==> src/rtl/hazard_ctrl_pkg.sv <==
// Shared constants, state encoding and the register-match helper for the
// pipeline hazard controller.
package hazard_ctrl_pkg;

  // EX operand source selects
  localparam logic [1:0] FWD_NONE = 2'b00;
  localparam logic [1:0] FWD_MEM  = 2'b01;
  localparam logic [1:0] FWD_WB   = 2'b10;

  // EX result-source encoding; RES_SRC_MEM marks a load
  localparam logic [1:0] RES_SRC_ALU = 2'b00;
  localparam logic [1:0] RES_SRC_MEM = 2'b01;
  localparam logic [1:0] RES_SRC_PC4 = 2'b10;

  typedef enum logic {
    HZ_RUN      = 1'b0,
    HZ_REDIRECT = 1'b1
  } hz_state_e;

  // A write to x0 is discarded by the regfile, so it never creates a hazard
  // and is never a forwarding source.
  function automatic logic reg_match(input logic [4:0] rd, input logic [4:0] rs,
                                     input logic we);
    return we && (rd != 5'd0) && (rd == rs);
  endfunction

endpackage

==> src/rtl/hazard_fwd_sel.sv <==
// Forwarding source select for one EX operand: MEM result wins over WB result.
module hazard_fwd_sel
  import hazard_ctrl_pkg::*;
(
  input  logic [4:0] rs_addr,
  input  logic [4:0] mem_rd_addr,
  input  logic       mem_rd_we,
  input  logic [4:0] wb_rd_addr,
  input  logic       wb_rd_we,
  output logic [1:0] sel
);

  // Pick the youngest in-flight producer of rs_addr.
  always_comb begin
    // NOTE: every always_comb output gets a default first so no path can infer a latch.
    sel = FWD_NONE;
    if (reg_match(mem_rd_addr, rs_addr, mem_rd_we)) begin
      sel = FWD_MEM;
    end else if (reg_match(wb_rd_addr, rs_addr, wb_rd_we)) begin
      sel = FWD_WB;
    end
  end

endmodule

==> src/rtl/hazard_ctrl.sv <==
// Pipeline hazard controller for the 5-stage core: stalls, bubbles, redirect
// flush sequencing, EX operand forwarding and stall/flush event counters.
// Optional feature macro: HAZARD_FWD_EN (forwarding with load-use stall only);
// without it the pipeline stalls on every RAW dependency until the producer
// has written back.
module hazard_ctrl
  import hazard_ctrl_pkg::*;
#(
  parameter int REDIRECT_CYCLES = 1,
  parameter int CNT_W           = 32
) (
  input  logic             clk,
  input  logic             rst_n,
  input  logic [4:0]       id_rs1_addr,
  input  logic [4:0]       id_rs2_addr,
  input  logic [4:0]       ex_rs1_addr,
  input  logic [4:0]       ex_rs2_addr,
  input  logic [4:0]       ex_rd_addr,
  input  logic             ex_rd_we,
  input  logic [1:0]       ex_res_src,
  input  logic             ex_redirect,
  input  logic [4:0]       mem_rd_addr,
  input  logic             mem_rd_we,
  input  logic [4:0]       wb_rd_addr,
  input  logic             wb_rd_we,
  output logic             stall_if,
  output logic             stall_id,
  output logic             flush_if,
  output logic             flush_id,
  output logic [1:0]       fwd_a_sel,
  output logic [1:0]       fwd_b_sel,
  output logic [CNT_W-1:0] stall_cnt,
  output logic [CNT_W-1:0] flush_cnt
);

  // rcnt only has to hold REDIRECT_CYCLES-1.
  localparam int RCNT_W = (REDIRECT_CYCLES > 1) ? $clog2(REDIRECT_CYCLES) : 1;
  localparam logic [RCNT_W-1:0] RCNT_RELOAD = RCNT_W'(REDIRECT_CYCLES - 1);

  hz_state_e         state_q, state_d;
  logic [RCNT_W-1:0] rcnt_q, rcnt_d;
  logic              redirect_flush;
  logic              data_hazard;

  // ID reads a register that a given stage is about to write.
  function automatic logic id_reads(input logic [4:0] rd, input logic we);
    return reg_match(rd, id_rs1_addr, we) || reg_match(rd, id_rs2_addr, we);
  endfunction

`ifdef HAZARD_FWD_EN
  logic [1:0] fwd_a_raw, fwd_b_raw;

  // Only a load in EX cannot be forwarded in time; everything else is bypassed.
  assign data_hazard = (ex_res_src == RES_SRC_MEM) && id_reads(ex_rd_addr, ex_rd_we);

  hazard_fwd_sel u_fwd_a (
    .rs_addr     (ex_rs1_addr),
    .mem_rd_addr (mem_rd_addr),
    .mem_rd_we   (mem_rd_we),
    .wb_rd_addr  (wb_rd_addr),
    .wb_rd_we    (wb_rd_we),
    .sel         (fwd_a_raw)
  );

  hazard_fwd_sel u_fwd_b (
    .rs_addr     (ex_rs2_addr),
    .mem_rd_addr (mem_rd_addr),
    .mem_rd_we   (mem_rd_we),
    .wb_rd_addr  (wb_rd_addr),
    .wb_rd_we    (wb_rd_we),
    .sel         (fwd_b_raw)
  );

  // Selects read as FWD_NONE while the core is held in reset.
  assign fwd_a_sel = rst_n ? fwd_a_raw : FWD_NONE;
  assign fwd_b_sel = rst_n ? fwd_b_raw : FWD_NONE;
`else
  // No bypass network: hold ID until the producer has left WB, since the
  // regfile only takes the write at the clock edge.
  assign data_hazard = id_reads(ex_rd_addr, ex_rd_we) ||
                       id_reads(mem_rd_addr, mem_rd_we) ||
                       id_reads(wb_rd_addr, wb_rd_we);

  assign fwd_a_sel = FWD_NONE;
  assign fwd_b_sel = FWD_NONE;

  // EX operand addresses and result source only matter for forwarding.
  logic unused_fwd_inputs;
  assign unused_fwd_inputs = &{1'b0, ex_rs1_addr, ex_rs2_addr, ex_res_src};
`endif

  // Redirect FSM state and remaining-flush counter.
  always_ff @(posedge clk or negedge rst_n) begin
    if (!rst_n) begin
      state_q <= HZ_RUN;
      rcnt_q  <= '0;
    end else begin
      // NOTE: sequential state uses non-blocking assignments so every flop samples pre-edge values.
      state_q <= state_d;
      rcnt_q  <= rcnt_d;
    end
  end

  // Redirect sequencing: the redirect cycle itself plus REDIRECT_CYCLES-1 more.
  always_comb begin
    state_d        = state_q;
    rcnt_d         = rcnt_q;
    redirect_flush = 1'b0;
    unique case (state_q)
      HZ_RUN: begin
        if (ex_redirect) begin
          redirect_flush = 1'b1;
          if (REDIRECT_CYCLES > 1) begin
            state_d = HZ_REDIRECT;
            rcnt_d  = RCNT_RELOAD;
          end
        end
      end
      HZ_REDIRECT: begin
        redirect_flush = 1'b1;
        if (ex_redirect) begin
          rcnt_d = RCNT_RELOAD;
        end else if (rcnt_q == RCNT_W'(1)) begin
          state_d = HZ_RUN;
          rcnt_d  = '0;
        end else begin
          rcnt_d = rcnt_q - RCNT_W'(1);
        end
      end
      default: begin
        state_d = HZ_RUN;
        rcnt_d  = '0;
      end
    endcase
  end

  // Pipeline control: redirect flush beats a data-hazard stall; all quiet in reset.
  always_comb begin
    stall_if = 1'b0;
    flush_if = 1'b0;
    flush_id = 1'b0;
    if (!rst_n) begin
      stall_if = 1'b0;
    end else if (redirect_flush) begin
      flush_if = 1'b1;
      flush_id = 1'b1;
    end else if (data_hazard) begin
      stall_if = 1'b1;
      flush_id = 1'b1;
    end
  end

  assign stall_id = stall_if;

  // Performance counters, free-running with natural wrap.
  always_ff @(posedge clk or negedge rst_n) begin
    if (!rst_n) begin
      stall_cnt <= '0;
      flush_cnt <= '0;
    end else begin
      if (stall_if) stall_cnt <= stall_cnt + CNT_W'(1);
      if (flush_if) flush_cnt <= flush_cnt + CNT_W'(1);
    end
  end

endmodule

==> config.mk <==
export PLATFORM = sky130hd
export DESIGN_NAME = hazard_ctrl
export DESIGN_NICKNAME = d
export VERILOG_FILES = /design/src/rtl/hazard_ctrl_pkg.sv /design/src/rtl/hazard_fwd_sel.sv /design/src/rtl/hazard_ctrl.sv
export SDC_FILE = /design/constraint.sdc
export NUM_CORES = 1
export LEC_CHECK = 0
export ABC_AREA = 1
export CAP_MARGIN = 20
export CORE_UTILIZATION = 45
export CTS_CLUSTER_SIZE = 12
export DETAILED_ROUTE_END_ITERATION = 7
export GPL_ROUTABILITY_DRIVEN = 0
export PLACE_DENSITY = 0.84
export RECOVER_POWER = 50
export SETUP_SLACK_MARGIN = 0.5
export SLEW_MARGIN = 0
export SYNTH_ARGS = -nofsm -noshare
export SYNTH_HDL_FRONTEND = slang
export SYNTH_HIERARCHICAL = 1
export SYNTH_SLANG_ARGS = --single-unit
==> constraint.sdc <==
create_clock -name clk -period 1.6 [get_ports clk]
set_input_delay 0.32 -clock clk [delete_from_list [all_inputs] [get_ports clk]]
set_output_delay 0.32 -clock clk [all_outputs]
set_load 0.005 [all_outputs]
Yosys cells after proc, flatten, opt, wreduce, memory -nomap -nowiden
Index checks and enable logic that the tools add are counted.
{ "totals": {"out_inout_bits": 72, "reg_bits": 66, "in_bits": 43, "wordCells": 45} }
{ "classes": {"n_eq_ne": 6, "n_reduce_logical": 17, "n_bitwise": 1, "n_mux": 14, "addsub": 3} }
{ "op_table": {"columns": ["cell", "count"], "rows": [
  ["$add 32x1->32 const B", 2],
  ["$eq 5x5->1", 6],
  ["$reduce_bool 5->1", 3],
  ["$mux 1", 13],
  ["$logic_and 1x1->1", 9],
  ["$logic_or 1x1->1", 5],
  ["$pmux 1 s2", 1],
  ["$not 1->1", 1],
  ["$sub 1x1->1 const B", 1]
]} }

Longest topological paths before layout
{ "depth": {"word_depth": 9, "depth_mapped": 12} }

Worst setup path after synthesis
No wires, ideal clock.
{ "synth_path": {"path_type": "flip-flop to flip-flop", "from": "reg stall_cnt[0]", "to": "reg stall_cnt[26]", "slack_ns": 0.011, "t_arrival_ns": 1.472, "t_required_ns": 1.483, "synth_period_minus_slack_ns": 1.589, "stages_incl_launch_ff": 10, "setup_time_ns": 0.117, "cell_sequence": "dfrtp_1 > ha_1 > nand3_2 > nor2_1 > nand4_1 > or2_4 > nor2_4 > nand3_1 > nand2_1 > nand2_1"} }
{ "synth_between": {"elab_chain_cells": 1} }
{ "synth_lines": {"columns": ["item", "line", "source"], "rows": [
  ["start, declared", "hazard_ctrl.sv:32", "output logic [CNT_W-1:0] stall_cnt,"],
  ["start signal, assigned", "hazard_ctrl.sv:161", "if (stall_if) stall_cnt <= stall_cnt + CNT_W'(1);"],
  ["$add 32x1->32", "hazard_ctrl.sv:161", null]
]} }
Every way passes these cells.
A chain may end at the register's enable or synchronous reset.

Worst setup path after layout
{ "layout_path": {"from": "reg stall_cnt[7]", "to": "reg stall_cnt[24]"} }
The elaborated chain is that of the path after synthesis.

==> results.md <==
* Critical path class: reg2reg
* WL/cell at 24.21 microns
* Vias per cell at 6.332
* Maxcap violations at 0
* Worst Skew at 0.02113 ns
* Clock Path Buffers at 2
* Outcome: finished, violations left
* Site row count at 36
* Mapped Area at 0.004598 sq mm
* Final hold violations at 0
* Final #Nets at 1,008
* Vias in the first global route at 5,911
* Clock H-tree levels at 3
* DP Worst Slack at -0.9448 ns
* Startpoint types: flop
* Ant. Diodes at 0
* RSZ-0062 raised after global routing: true
* Root Driver: clkbuf_8
* Post-synthesis register bit count at 66
* PwrDens at 667.3 mW/mm^2
* CP max-delay cell: dfrtp_1
* Crit path cell chain: buf_4 -> nand2_2 -> nor2_4 -> nand2_4 -> nor2_4 -> nand2_2 -> nor2_4 -> nand2_2 -> nor2_4 -> nand3_1 -> nand2_1 -> nand2_1
* Comb pwr share at 0.428
* Chip height at 103.1 microns
* Switch Pwr at 2.100 mW
* Antenna Nets Post-Route at 0
* Main combinational cell family by area after synthesis: simple AND/OR/NAND/NOR gates
* Synth Area in Adders at 0.005442
* Worst Hold Class: in2async
* Router iterations before antenna repair at 8
* Fill count at 394
* Minimum clock period at 1.964 ns
* Fmax at 509.1 MHz
* Core area at 0.009819 sq mm
* Async set or reset register ratio after synthesis at 1.000
* CP top delay family: simple AND/OR/NAND/NOR gates
* Sw Share at 0.3611
* HPWL Detailed at 9791 microns
* Layout cells sized above 1 at 0.5640
* Wire length of the first global-routing pass at 28,570 microns
* Failing checks: design-rule violations, negative setup slack
* DRC Markers at 25
* Number of flops mapped to enable cells by yosys at 0
* Final WL at 26,660 microns
* Initial antenna violation count at 2
* Maximum fanout along the worst path at 4
* Post-synth top flop: dfrtp_1
* Reg clk slew, reported paths at 0.08 ns
* Worst EP arrival at 2.23 ns
* Crit end category: flop
* Worst-Skew Late Latency at 0.38 ns
* Post-synthesis compound-gate area fraction at 0.01333
* Clock power share at 0.236
* R2R Setup Slk at -0.36 ns
* Initial Util at 0.4683
* Post-synthesis average cell area at 7.162 sq um
* I/O pin count at 115
* Gr ovfl total at 0
* Largest net degree at the start of global routing at 56
* Worst path buffer plus inverter count at 1
* Cell count after synthesis at 642
* Peak VDD IR at 0.8662 mV
* Synth Area in Simple Gates at 0.4318
* Final Setup Violations at 57
* Sequential share of power at 0.336
* Fin worst setup slack at -0.3642 ns
* Lkg Pwr at 4.699 nW
* Vias at 6,971
* Initial drt markers at 969
* Cts bufs inserted at 9
* Period utilisation layout at 1.228
* Die area at 0.01063 sq mm
* Final Max Tran Viols at 0
* Tot Pwr at 5.816 mW
* CTS tree: built
* Area grow syn2layout at 89.55%
* Post-synthesis sequential area ratio at 0.3592
* Port buffer count at 98
* CP required at 1.87 ns
* CTS hold repair buffers at 0
* Chip width at 103.1 microns
* Synth Area in XOR/XNOR at 0.08190
* Most Frequent Cell on Critical Path: nor2_4
* Multiplexer share of the synthesized area at 0
* Total GRT Usage at 0.3524
* TritonCTS Sinks at 66
* Worst stage delay on the critical path at 0.40 ns
* Crit path depth at 12
* Cell variety after synth at 37
* Ys Warns at 6
* P_int at 3.716 mW
* Worst R2R Path Depth at 12
## worst reg2reg max path, stage by stage (launching register included)
cell	delay [ns]
dfrtp_1	0.40
buf_4	0.17
nand2_2	0.11
nor2_4	0.23
nand2_4	0.11
nor2_4	0.12
nand2_2	0.10
nor2_4	0.13
nand2_2	0.14
nor2_4	0.13
nand3_1	0.09
nand2_1	0.07
nand2_1	0.05
## cell usage after synthesis, types with 2 or more instances
master / n / share of area
clkinv_1: 2 / 0.0016
nand3_1: 53 / 0.058
nor2_2: 6 / 0.0082
buf_1: 3 / 0.0024
inv_2: 12 / 0.0098
a21oi_1: 2 / 0.0022
nor2_1: 45 / 0.037
nor4_1: 3 / 0.0041
inv_1: 83 / 0.068
nor2_4: 10 / 0.024
nor3_1: 12 / 0.013
nor3_2: 4 / 0.0087
nand2_1: 200 / 0.16
xor2_1: 28 / 0.053
nand2_2: 9 / 0.012
a21boi_0: 2 / 0.0033
buf_4: 6 / 0.0098
nand3_2: 3 / 0.0065
and3_1: 2 / 0.0027
o21ai_0: 4 / 0.0044
dfrtp_1: 66 / 0.36
nand4_1: 50 / 0.068
buf_6: 4 / 0.0098
buf_2: 5 / 0.0054
xnor2_1: 15 / 0.029
ha_1: 2 / 0.0054
## per-layer routing
metal  routed length (microns)  GRT usage  part of all wire
met1                      8540     0.4003              0.32
met2                     11810     0.6108              0.44
met3                      3541    0.06847              0.13
met4                      2751     0.2178              0.10
met5                        13          0           0.00049
## worst paths after layout
| path | startpoint | endpoint |
|---|---|---|
| max in group asynchronous | rst_n | stall_cnt[2] |
| hold reg to reg | flush_cnt[29] | flush_cnt[29] |
| setup reg to reg | stall_cnt[7] | stall_cnt[24] |
| setup / recovery | stall_cnt[7] | stall_cnt[24] |
| min in group clk | ex_redirect | state_q |
| hold / removal | rst_n | state_q |
## stage by stage
stage | setup TNS [ns] | cell area [sq um] | std cells | hold WS [ns] | utilization
3_5_place_dp | -35.05 | 6237 | 925 | 0.4327 | 0.6352
5_1_grt | -12.64 | 8716 | 1101 | 0.1115 | 0.8876
3_3_place_gp | -30.72 | 6237 | 925 | 0.4257 | 0.6352
4_1_cts | -0.6964 | 7622 | 1051 | 0.06303 | 0.7762
6_report | -8.892 | 8716 | 1101 | 0.08198 | 0.8876
2_1_floorplan | 0 | 4710 | 645 | 0.02441 | -
## kinds of logic (layout without fill, tap and decap cells)
family | after synthesis | in the layout
AO/OA/AOI/OAI | 9 | 9
XOR/XNOR | 43 | 43
adder cells (fa/ha/maj) | 2 | 2
buffers and inverters | 116 | 439
flip-flops | 66 | 66
other | 1 | 4
AND/OR/NAND/NOR | 405 | 405
## sequential cells by signal, summed over array words and instances (netlist names)
name and count:
flush_cnt 32, stall_cnt 32, rcnt_q 1, state_q 1
## cell usage in the layout, fill, tap and decap left out, types with 2 or more instances in the layout
cell type,instances
a21oi_1,2
and3_4,2
buf_12,5
buf_16,5
buf_2,33
buf_4,124
buf_6,149
buf_8,5
clkbuf_1,3
clkbuf_8,10
clkinv_2,4
conb_1,4
dfrtp_1,48
dfrtp_2,18
dlygate4sd2_1,4
ha_4,2
inv_1,52
inv_2,36
inv_4,7
nand2_1,157
nand2_2,35
nand2_4,17
nand3_1,38
nand3_2,13
nand3_4,6
nand4_1,50
nand4_4,2
nor2_1,20
nor2_2,11
nor2_4,30
nor3_1,6
nor3_2,3
nor3_4,7
nor4_4,2
o21ai_1,3
xnor2_1,7
xnor2_2,8
xor2_1,25
xor2_2,3
## final cells by class
type / instances / area (sq um) / area share
clock buffer: 13 / 148.9 / 0.01708
clock inverter: 3 / 15.01 / 0.001723
inverter: 97 / 382.9 / 0.04393
multi-input combinational: 463 / 3182 / 0.3651
sequential: 66 / 1674 / 0.1921
tap: 133 / 166.4 / 0.01909
timing repair buffer: 326 / 3147 / 0.3610
## power by group through the flow
stage / clock network [mW] / logic (mW) / registers, mW
after floorplan: 0 / 0.430 / 1.97
after global placement: 0 / 1.11 / 1.92
after detailed placement: 0 / 1.15 / 1.93
after CTS: 1.27 / 1.73 / 1.88
after global routing: 1.41 / 2.64 / 1.95
final: 1.37 / 2.49 / 1.95
## repair_timing
item	CTS	global route
pin swaps	61	99
setup endpoints to repair	132	132
setup buffers	104	49
resized for setup	563	189
cloned	6	1
Power figures use the tool's default switching activity.
